**src/rtl/filter_ctl_pkg.sv**
```systemverilog
// Shared sizes and FSM state encoding for the filter row controller.
package filter_ctl_pkg;

  localparam int unsigned SIZE_W_WD = 10;
  localparam int unsigned SIZE_H_WD = 10;

  typedef enum logic [2:0] {
    ST_IDLE = 3'd0,
    ST_CHK  = 3'd1,
    ST_KICK = 3'd2,
    ST_OPT  = 3'd3,
    ST_WAIT = 3'd4
  } state_e;

endpackage

```
**src/rtl/filter_ctl.sv**
```systemverilog
// Row sequencer for the filter datapath: checks FIFO headroom, kicks each row,
// streams w pixels from the source FIFO and tracks row/bank/error state per frame.
module filter_ctl
  import filter_ctl_pkg::*;
#(
  parameter int unsigned FLT_OVH = 1
) (
  input  logic                 clk,
  input  logic                 rstn,
  input  logic [SIZE_W_WD-1:0] cfg_w_i,
  input  logic [SIZE_H_WD-1:0] cfg_h_i,
  input  logic                 frm_start_i,
  output logic                 frm_done_o,
  output logic                 busy_o,
  input  logic [SIZE_W_WD:0]   src_lvl_i,
  input  logic [SIZE_W_WD:0]   dst_spc_i,
  output logic                 src_rd_val_o,
  output logic                 flt_start_o,
  input  logic                 flt_done_i,
  input  logic [SIZE_H_WD-1:0] flt_cnt_h_i,
  output logic                 bank_o,
  output logic [SIZE_H_WD-1:0] row_cnt_o,
  output logic                 err_o
);

  state_e               state_q, state_d;
  logic [SIZE_W_WD-1:0] w_q, w_d;
  logic [SIZE_H_WD-1:0] h_q, h_d;
  logic [SIZE_H_WD-1:0] row_q, row_d;
  logic [SIZE_W_WD-1:0] opt_cnt_q, opt_cnt_d;
  logic                 bank_q, bank_d;
  logic                 err_q, err_d;
  logic                 busy_q, busy_d;
  logic                 frm_done, flt_start, src_rd_val;
  logic [SIZE_W_WD:0]   need_spc;
  logic                 last_row;

  // One extra bit keeps w + overhead from wrapping at the maximum width.
  assign need_spc = {1'b0, w_q} + (SIZE_W_WD + 1)'(FLT_OVH);
  assign last_row = (row_q == h_q - SIZE_H_WD'(1));

  always_comb begin
    state_d    = state_q;
    w_d        = w_q;
    h_d        = h_q;
    row_d      = row_q;
    opt_cnt_d  = opt_cnt_q;
    bank_d     = bank_q;
    err_d      = err_q;
    busy_d     = busy_q;
    frm_done   = 1'b0;
    flt_start  = 1'b0;
    src_rd_val = 1'b0;

    unique case (state_q)
      ST_IDLE: begin
        if (frm_start_i) begin
          w_d       = cfg_w_i;
          h_d       = cfg_h_i;
          row_d     = '0;
          opt_cnt_d = '0;
          bank_d    = 1'b0;
          err_d     = 1'b0;
          state_d   = ST_CHK;
        end
      end
      ST_CHK: begin
        if (w_q == '0 || h_q == '0) begin
          err_d    = 1'b1;
          frm_done = 1'b1;
          state_d  = ST_IDLE;
        end else if (src_lvl_i >= {1'b0, w_q} && dst_spc_i >= need_spc) begin
          state_d = ST_KICK;
        end
      end
      ST_KICK: begin
        flt_start = 1'b1;
        state_d   = ST_OPT;
      end
      ST_OPT: begin
        src_rd_val = 1'b1;
        if (opt_cnt_q == w_q - SIZE_W_WD'(1)) begin
          opt_cnt_d = '0;
          state_d   = ST_WAIT;
        end else begin
          opt_cnt_d = opt_cnt_q + SIZE_W_WD'(1);
        end
      end
      ST_WAIT: begin
        if (flt_done_i) begin
          if (flt_cnt_h_i != row_q) err_d = 1'b1;
          if (last_row) begin
            frm_done = 1'b1;
            row_d    = '0;
            bank_d   = 1'b0;
            state_d  = ST_IDLE;
          end else begin
            row_d   = row_q + SIZE_H_WD'(1);
            bank_d  = ~bank_q;
            state_d = ST_CHK;
          end
        end
      end
      default: state_d = ST_IDLE;
    endcase

    // A row-done outside WAIT is a protocol error; it overrides the clear on start.
    if (flt_done_i && state_q != ST_WAIT) err_d = 1'b1;

    busy_d = (state_d != ST_IDLE);
  end

  always_ff @(posedge clk or negedge rstn) begin
    if (!rstn) begin
      state_q   <= ST_IDLE;
      w_q       <= '0;
      h_q       <= '0;
      row_q     <= '0;
      opt_cnt_q <= '0;
      bank_q    <= 1'b0;
      err_q     <= 1'b0;
      busy_q    <= 1'b0;
    end else begin
      state_q   <= state_d;
      w_q       <= w_d;
      h_q       <= h_d;
      row_q     <= row_d;
      opt_cnt_q <= opt_cnt_d;
      bank_q    <= bank_d;
      err_q     <= err_d;
      busy_q    <= busy_d;
    end
  end

  assign frm_done_o   = frm_done;
  assign flt_start_o  = flt_start;
  assign src_rd_val_o = src_rd_val;
  assign busy_o       = busy_q;
  assign bank_o       = bank_q;
  assign row_cnt_o    = row_q;
  assign err_o        = err_q;

endmodule
```
**config.mk**
```make
export PLATFORM = sky130hd
export DESIGN_NAME = filter_ctl
export DESIGN_NICKNAME = d
export VERILOG_FILES = /design/src/rtl/filter_ctl_pkg.sv /design/src/rtl/filter_ctl.sv
export SDC_FILE = /design/constraint.sdc
export NUM_CORES = 1
export LEC_CHECK = 0
export ABC_AREA = 1
export BUFFER_PORTS_ARGS = -buffer_cell sky130_fd_sc_hd__buf_2
export CAP_MARGIN = 20
export CORE_MARGIN = 2
export CORE_UTILIZATION = 45
export CTS_CLUSTER_SIZE = 20
export DETAILED_ROUTE_END_ITERATION = 10
export PLACE_DENSITY = 0.7
export RECOVER_POWER = 50
export SYNTH_ARGS = -nofsm -noshare
export SYNTH_HDL_FRONTEND = slang
export SYNTH_SLANG_ARGS = --single-unit
```
**constraint.sdc**
```tcl
create_clock -name clk -period 2.3 [get_ports clk]
set_input_delay 0.115 -clock clk [delete_from_list [all_inputs] [get_ports clk]]
set_output_delay 0.115 -clock clk [all_outputs]
set_load 0.05 [all_outputs]
```
==> summary by stage, run 1 <==
Outcome
The flow ran to the end, but the final reports show violations. The checks that failed: setup timing.

Hold path
The worst hold path passes through 3 cells. The worst hold path endpoint is h_q[5]. The startpoint identified for the worst hold timing path is cfg_h_i[5]. The worst hold-check path type is in -> reg.

Final layout
The area growth from synthesis to layout is 26.8%. 0 antenna diodes ended up in the layout. After the last flow step, the layout net total stands at roughly 750. The finished layout holds around 770 standard cells, fillers aside.

The footprint of the multi-input gates is around 2400 um2. The layout cell share with drive strength beyond 1 is between 20% and 30%. The area of all placed cells without fillers is 4760 um2. Across the whole layout, storage elements account for ~1200 um2. The layout has approximately 760 filler cells.

Clocking
For this design, the sink count on the clock tree is 46. The clock tree synthesis step divided the H-tree into 2 levels. In this run, CTS created clock tree buffers numbering 5. The CTS tree is yes. The tree is rooted in a sky130_fd_sc_hd__clkbuf_8. For the worst-skew pair, the clock arrives at the later sink with an insertion delay of roughly 0.3 ns. Clock-pin slew was measured on the worst setup and hold paths at around 0.090 ns. The clock passes through at most 2 buffers.

GRT
The via count of the first global-routing pass is roughly 3700. Global routing used 30.1% of the available met1 tracks. For met3 alone, demand over resource in global routing was 3.08%. Global routing consumed, on the met2 layer, a little over two fifths of the routing resources. The pin count of the biggest net entering global routing is 37. The global routing's busiest layer is met2.

The initial antenna violation count is 0. The leftover overflow at the end of global routing is 0. The first-pass GRT wire length is 16700 um. The total global-route track usage is 23.4%.

Timing
The final number of max-transition violations is 0. The remaining max-slew budget at the tightest pin is between 20 and 30%. Setup repair after global routing could not meet its margin everywhere. Across the routed clock network, the largest skew measured is ~0.009 ns. The final critical delay including setup and external delays is ~2.5 ns. The count of final hold-check violations came to 0.

For this run, the top clock speed supported by timing is around 400 MHz. The final worst setup slack is -0.195 ns. The number of setup violations in the final report is 3. For the pin with the worst max-slew slack, the measured transition is about 1.1 ns.

Setup total negative slack on the finished layout was measured at -0.498 ns. The share of the cycle needed by the critical path after routing is 108%.

Die
The die covers around 9000 um2. During I/O placement, the number of pins put on the boundary was about 70. In this run the core area contains 33 standard-cell rows. In this run the vertical extent of the chip is 95.3 um.

The horizontal extent of the die is roughly 95 um. Once the floorplan was initialized, standard cells occupied a little under half of the core. The floorplan step defined a core boundary enclosing 8130 um2.

Power
In this run the power density over the cells is about 1200 nW/um2. The analysis attributes to cell leakage a power of roughly 0.0024 uW. The worst-case IR drop observed on VDD is roughly 0.58 mV. Summing internal, switching and leakage power gives about 5600 uW.

Synth
The number of different library cells in the post-synthesis netlist is 31. The net count of the mapped netlist is roughly 630. Synthesis produced 550 cells. Dividing the synthesized area by the synthesized cell count gives around 6.8 um2. During synthesis, Yosys emitted a total of 0 warnings.

The number of storage elements in the synthesis netlist is 46. The sequential element share of the synthesized area is between 30 and 40%. In this run the cell area of the synthesized design comes to 3750 um2.

Critical path
The cell with the most instances on the worst path is sky130_fd_sc_hd__nand2_1. The signal on the critical path passes through buf_6 -> ha_4 -> nand2_4 -> nor2_4 -> nand4_1 -> xor2_1 -> ha_1 -> nand2_1 -> nor2_2 -> and2_1 -> nand2_1 -> nand4_1 -> nand2_2 -> nand2_1 -> nand2_1 -> nand3_2 -> nor2_1 -> nand2_1. The kind of capture point of the worst setup path is a flip-flop. Together, buffers and inverters on the worst path number 1.

The setup path with the least slack is of type reg -> reg. The kind of cell with the highest combined delay on the critical path is simple AND/OR/NAND/NOR gates. Counting cells, the worst reg-to-reg path comes to 18. The worst setup path is launched from a flip-flop. For this run, the slowest stage of the critical path takes roughly 0.43 ns. In this run the register-to-register setup slack is -0.20 ns. Data on the critical path arrives at its endpoint at approximately 2.7 ns.

The required time of the critical path is roughly 2.5 ns. Of all nets on the critical path, the largest fanout is 3. The slowest cell on the critical path is sky130_fd_sc_hd__dfrtp_1. The critical register-to-register path endpoint is busy_o.

The critical register-to-register path startpoint is w_q[0].

Placement
The final HPWL from detailed placement is 7960 um. In this run the cell area measured after placement is ~4400 um2. Routability-driven placement finished with a final weighted congestion of 0.889. Buffers placed on the I/O ports in this run total 71. The placed instance count is 744.

Drt
For this run, the detailed router's first-pass iteration total came to 4. The routed length per placed instance is 13.3 um. For this block, the routed nets add up to between 10000 and 15000 um of wire. Dividing the detail-routed via count by the number of cells gives between 5 and 6. The number of nets still failing antenna checks after routing is 0.

After the first detailed-routing iteration, the DRC count stood at approximately 220. The total DRC errors in the routed layout is 0. The total number of vias is slightly below 4000.

Job
Max-cap violations in this run came to 0.
[power breakdown]
group | switching, uW | leakage, uW | internal [uW]
Clock | 286 | 0.0000373 | 209
Sequential | 332 | 0.000591 | 1090
Combinational | 2260 | 0.00181 | 1460
Total | 2880 | 0.00244 | 2760
[final cells by class]
| class | count | area share, % |
|---|---|---|
| Clock buffer | 6 | 1.52 |
| Clock inverter | 1 | 0.158 |
| Inverter | 76 | 6.05 |
| Multi-Input combinational cell | 420 | 51.5 |
| Sequential cell | 46 | 24.2 |
| Tap cell | 105 | 2.76 |
| Timing Repair Buffer | 112 | 13.9 |
[cells in the final DEF (no fill, tap or decap), types with 2 or more instances in the layout]
cell	synthesis	routed
sky130_fd_sc_hd__nand2_1	165	159
sky130_fd_sc_hd__buf_2	1	63
sky130_fd_sc_hd__inv_1	67	62
sky130_fd_sc_hd__dfrtp_1	46	46
sky130_fd_sc_hd__nor2_1	51	45
sky130_fd_sc_hd__buf_4	0	37
sky130_fd_sc_hd__nand3_1	38	35
sky130_fd_sc_hd__o21ai_0	33	32
sky130_fd_sc_hd__xor2_1	27	26
sky130_fd_sc_hd__ha_1	28	23
sky130_fd_sc_hd__inv_2	9	13
sky130_fd_sc_hd__nor2_2	10	13
sky130_fd_sc_hd__o22ai_1	13	13
sky130_fd_sc_hd__a21oi_1	11	11
sky130_fd_sc_hd__xnor2_1	10	10
sky130_fd_sc_hd__clkbuf_1	5	10
sky130_fd_sc_hd__nand4_1	9	9
sky130_fd_sc_hd__nand2_2	4	7
sky130_fd_sc_hd__nor3_1	7	5
sky130_fd_sc_hd__nand3_2	2	5
sky130_fd_sc_hd__clkbuf_8	0	5
sky130_fd_sc_hd__nand2_4	1	4
sky130_fd_sc_hd__nor2_4	1	4
sky130_fd_sc_hd__ha_4	0	4
sky130_fd_sc_hd__nor3_4	1	2
sky130_fd_sc_hd__nand3b_1	2	2
sky130_fd_sc_hd__or2_2	2	2
sky130_fd_sc_hd__buf_6	1	2
[logic make-up after synthesis]
kind of cell | Yosys count | synth area share, %
buf+inv | 84 | 8.63
xor+xnor | 37 | 8.63
flops | 46 | 30.7
compound gates | 59 | 8.36
simple gates | 296 | 34.4
fa+ha+maj | 28 | 9.33
[sequential cells by signal, indices dropped and copies added, names as in the netlist]
| name | flops |
|---|---|
| state_q | 3 |
| busy_o | 1 |
| w_q | 10 |
| row_cnt_o | 10 |
| bank_o | 1 |
| opt_cnt_q | 10 |
| h_q | 10 |
| err_o | 1 |
[tightest hold or removal path, delay by kind of cell]
kind	cells	cell delay [ns]
buffers and inverters	1	0.07
AND/OR/NAND/NOR	2	0.09
[worst max path at each step]
stage	startpoint	end	slack (ns)	depth (start not counted)
floorplan	w_q[0]	busy_o	-0.06	18
finish	w_q[0]	busy_o	-0.20	18
global placement	w_q[0]	busy_o	-0.19	18
detailed placement	w_q[0]	busy_o	-0.35	18
global route	w_q[0]	busy_o	-0.41	18
CTS	w_q[2]	busy_o	-0.22	18
[synthesized netlist by cell type (all sizes together)]
library cell / n / area (um2)
nand3: 40 / 210
xnor2: 10 / 87.6
xor2: 27 / 236
or2: 2 / 12.5
nor4: 2 / 18.8
ha: 28 / 350
clkbuf: 5 / 18.8
dfrtp: 46 / 1150
and2: 1 / 6.26
buf: 3 / 20.0
nor3: 8 / 51.3
nand4: 9 / 56.3
a21oi: 11 / 55.1
inv: 76 / 285
nand3b: 2 / 15.0
o21ai: 34 / 170
nand2: 170 / 656
o22ai: 13 / 81.3
a22oi: 1 / 7.51
nor2: 62 / 265
[per-layer routing]
layer  routed length, um  share of wire [%]
met2                5220                 51
met5                   0                  0
met1                4380                 43
met3                 428                4.2
met4                 148                1.5
[metrics by stage]
step                utilization, %  setup WS [ns]  hold slack (ns)
floorplan                        -        -0.0648           -0.181
global placement              54.2         -0.193           0.0152
detailed placement            54.2         -0.355           0.0221
CTS                           56.4         -0.221          0.00256
global route                  58.5         -0.411           0.0112
finish                        58.5         -0.195           0.0106
[repair_timing]
action                     in CTS  in global routing
setup buffers                   7                  7
setup endpoints to repair       4                  9
hold buffers                    1                  0
resized for setup              12                 29
cloned                          0                  0
pin swaps                      10                 19
hold endpoints to repair       10                  0
No activity file was read; power rests on OpenSTA's default activity.
==> run 2, diff against run 1 <==
--- a/config.mk
+++ b/config.mk
@@ -12,7 +12,7 @@
 export CORE_UTILIZATION = 45
 export CTS_CLUSTER_SIZE = 20
 export DETAILED_ROUTE_END_ITERATION = 10
-export PLACE_DENSITY = 0.7
+export PLACE_DENSITY = 0.67
 export RECOVER_POWER = 50
 export SYNTH_ARGS = -nofsm -noshare
 export SYNTH_HDL_FRONTEND = slang
==> constraint.sdc (replaced) <==
create_clock -name clk -period 2.84 [get_ports clk]
set_input_delay 0.142 -clock clk [delete_from_list [all_inputs] [get_ports clk]]
set_output_delay 0.142 -clock clk [all_outputs]
set_load 0.05 [all_outputs]
==> run 2 against run 1 <==
  * Cell count fell by 3.9%
  * Die area did not move
  * Largest cell class unchanged
  * Cell area fell by 6.9%
  * Clock skew barely moved
  * Hold slack improved by 0.013 ns
  * The flow finishes with violations (capacitance limit, slew limit)
==> summary by stage, run 2 (synthesis gave the netlist of run 1 again) <==
Power
The switching portion of total power is 50.2% (was 51.0%). The power density of the placed cells is 963 nW/um2 (was 1180 nW/um2). The static leakage power is 0.00228 uW (was 0.00244 uW). The power share of the clock group is 14.6% (was 8.8%). The power share of the combinational group is 57.7% (was 66.0%). The power dissipated by switching net loads was 2140 uW (was 2880 uW). The cell-internal power is 2130 uW (was 2760 uW). The portion of total power attributed to sequential cells is 27.6% (was 25.2%). The maximum VDD drop is 0.393 mV (was 0.583 mV).

Critical path
Cells along the critical path: inv_1 -> ha_1 -> nand2_1 -> nor2_1 -> nand3_1 -> nand3_1 -> nand2_1 -> nor2_1 -> nand3_2 -> o21ai_0 -> buf_4 (was buf_6 -> ha_4 -> nand2_4 -> nor2_4 -> nand4_1 -> xor2_1 -> ha_1 -> nand2_1 -> nor2_2 -> and2_1 -> nand2_1 -> nand4_1 -> nand2_2 -> nand2_1 -> nand2_1 -> nand3_2 -> nor2_1 -> nand2_1). The maximum single-stage delay on the critical path came to 0.42 ns (was 0.43 ns). The required time of the critical path was 2.70 ns (was 2.50 ns). The type of origin of the critical path was a flip-flop (unchanged). The largest fanout on the critical path is 6 (was 3). The kind of critical path is reg -> out (was reg -> reg). The slowest cell on the critical path is sky130_fd_sc_hd__dfrtp_1 (unchanged).

The kind of capture point of the worst setup path is an output port (was flip-flop). The data arrival time of the worst path is 2.50 ns (was 2.69 ns).

Final layout
The number of inserted diodes was 0 (unchanged). The footprint of the multi-input gates is 2300 um2 (was 2450 um2). The area growth from synthesis to layout is 18.0% (was 26.8%). The layout net count was 714 (was 745). Top library cells by usage in the layout, fill and taps aside: sky130_fd_sc_hd__nand2_1 (164), sky130_fd_sc_hd__inv_1 (67), sky130_fd_sc_hd__buf_2 (59) (was sky130_fd_sc_hd__nand2_1 (159), sky130_fd_sc_hd__buf_2 (63), sky130_fd_sc_hd__inv_1 (62)). The fraction of the core area covered by cells at the end of the flow is 54.5% (was 58.5%). The layout cell share with drive strength beyond 1 is 17.6% (was 25.6%). The most common library cell in the layout ignoring fill and taps is sky130_fd_sc_hd__nand2_1 (unchanged).

The total of fill cells in the finished design is 823 (was 759). The sequential cell area is 1150 um2 (unchanged).

Die
The total die area is 9090 um2 (unchanged). The effective utilization at floorplan was 46.2% (unchanged). The y dimension of the die is 95.3 um (unchanged). The top-level I/O count is 72 (unchanged).

The horizontal extent of the die was 95.3 um (unchanged). The standard cell core area came to 8130 um2 (unchanged). The number of rows created at floorplan came to 33 (unchanged).

Clocking
The CTS tree was yes (unchanged). The root buffer cell is sky130_fd_sc_hd__clkbuf_8 (unchanged). The CTS buffer count was 5 (unchanged). The sink count of the clock tree is 46 (unchanged). The deepest clock path buffer count is 2 (unchanged). The clock input transition at the sequential cells of the worst setup and hold paths was 0.09 ns (about the same). The clock latency of the later-clocked register in the worst-skew pair is 0.31 ns (was 0.30 ns). The H-tree depth was 2 (unchanged).

Drt
The number of nets still failing antenna checks after routing is 0 (unchanged). The number of detailed-route iterations in the first pass came to 4 (unchanged). The total number of vias was 3743 (was 3871). The routed length per placed instance was 13.0 um (was 13.3 um). The number of design-rule violations left by the first detailed-router iteration is 149 (was 217).

The total wire length after detailed routing was 9600 um (was 10200 um). The routed via count divided by cell count was 5.09 (was 5.05). The total DRC errors in the routed layout is 0 (unchanged).

GRT
The initial antenna violation count came to 0 (unchanged). The via count of the first global-routing pass is 3556 (was 3677). The pin count of the biggest net entering global routing is 37 (unchanged). The first-pass GRT wire length is 16000 um (was 16700 um). The total global-route track usage came to 22.6% (was 23.4%).

The leftover overflow at the end of global routing was 0 (unchanged).

Placement
The routability-driven placement congestion ratio is 0.883 (was 0.889). The final HPWL from detailed placement came to 7600 um (was 7960 um). The count of port buffers added during placement was 71 (unchanged).

Timing
The remaining max-slew budget at the tightest pin came to -20.1% (was 27.7%). The share of the cycle needed by the critical path after routing is 93.1%. The total negative slack for setup checks was 0 ns (was -0.498 ns). The transition at the pin with the smallest max-transition slack was 1.80 ns (was 1.08 ns). The clock skew after layout is 0.00923 ns (was 0.00904 ns). The final critical delay including setup and external delays is approximately 2.6 ns. The final number of max-transition violations is 33 (was 0). Derived from the worst setup path, the maximum achievable clock frequency is between 300 and 400 MHz. The count of final hold-check violations is 0 (unchanged). The number of setup violations in the final report is 0 (was 3).

The hold slack came to 0.0231 ns (was 0.0106 ns).

Job
The max capacitance violation total is 1 (was 0).

Outcome
Violated checks: capacitance limit, slew limit (was setup timing). Result of the run: complete, but fails checks (unchanged).

Hold path
The worst hold-check path type is in -> reg (unchanged).
## run 2: cell count changes in the layout (fill, tap and decap cells not counted), sizes merged
cell / delta
buf: -34
clkinvlp: -1
bufinv: +2
clkbuf: +3
## run 2: worst max-delay path: cells and delay by family (launching register included)
kind,cells,cell delay [ns]
and+or+nand+nor,7,0.83
buffers and inverters,2,0.42
AOI/OAI and AO/OA,1,0.25
adders and majority gates,1,0.27
DFF,1,0.42
## run 2: routing by layer
metal	track usage, %	vias up	wire, um
li1	-	1911	-
met2	38.3	95	4520
met4	8.57	0	221
met5	0	-	0
met3	3.56	20	481
met1	28.9	1717	4370
## run 2: path summary, 6_finish.rpt
check | start | endpoint | slack [ns] | cells past startpoint
setup / recovery | h_q[0] | frm_done_o | 0.20 | 11
hold / removal | cfg_h_i[5] | h_q[5] | 0.02 | 3
setup reg to reg | w_q[0] | busy_o | 0.26 | 17
hold reg to reg | err_o | err_o | 0.50 | 2
max in group asynchronous | rstn | state_q[1] | 0.77 | 3
min in group asynchronous | rstn | w_q[4] | 0.85 | 2
## run 2: what timing repair did
| item | CTS | global route |
|---|---|---|
| hold buffers | 1 | 0 |
| hold endpoints to repair | 31 | 0 |
| buffers inserted | 0 | 3 |
| gates resized for setup | 0 | 6 |
| endpoints found under the setup margin | 0 | 4 |
## run 2: final cells by class
| cell class | instances | share of cell area, % |
|---|---|---|
| Multi-Input combinational cell | 420 | 51.9 |
| Sequential cell | 46 | 26.0 |
| Timing Repair Buffer | 81 | 9.46 |
| Inverter | 76 | 6.44 |
| Tap cell | 105 | 2.96 |
| Clock buffer | 6 | 1.86 |
| Clock inverter | 2 | 1.36 |
## run 2: power groups by stage
stage               combinational [uW]  sequential, uW  clock (uW)
floorplan                         1790            1200           0
global placement                  2350            1190           0
CTS                               2420            1180         629
finish                            2460            1180         623
global route                      2820            1220         659
detailed placement                2410            1190           0
## run 2: stage by stage
step	cell area, um2	setup slack, ns	total power (uW)	cells
detailed placement	4250	0.0608	3600	724
global placement	4250	0.206	3540	724
CTS	4400	0.0418	4230	733
finish	4430	0.196	4270	736
global route	4430	-0.0608	4700	736
floorplan	3750	0.159	2990	550
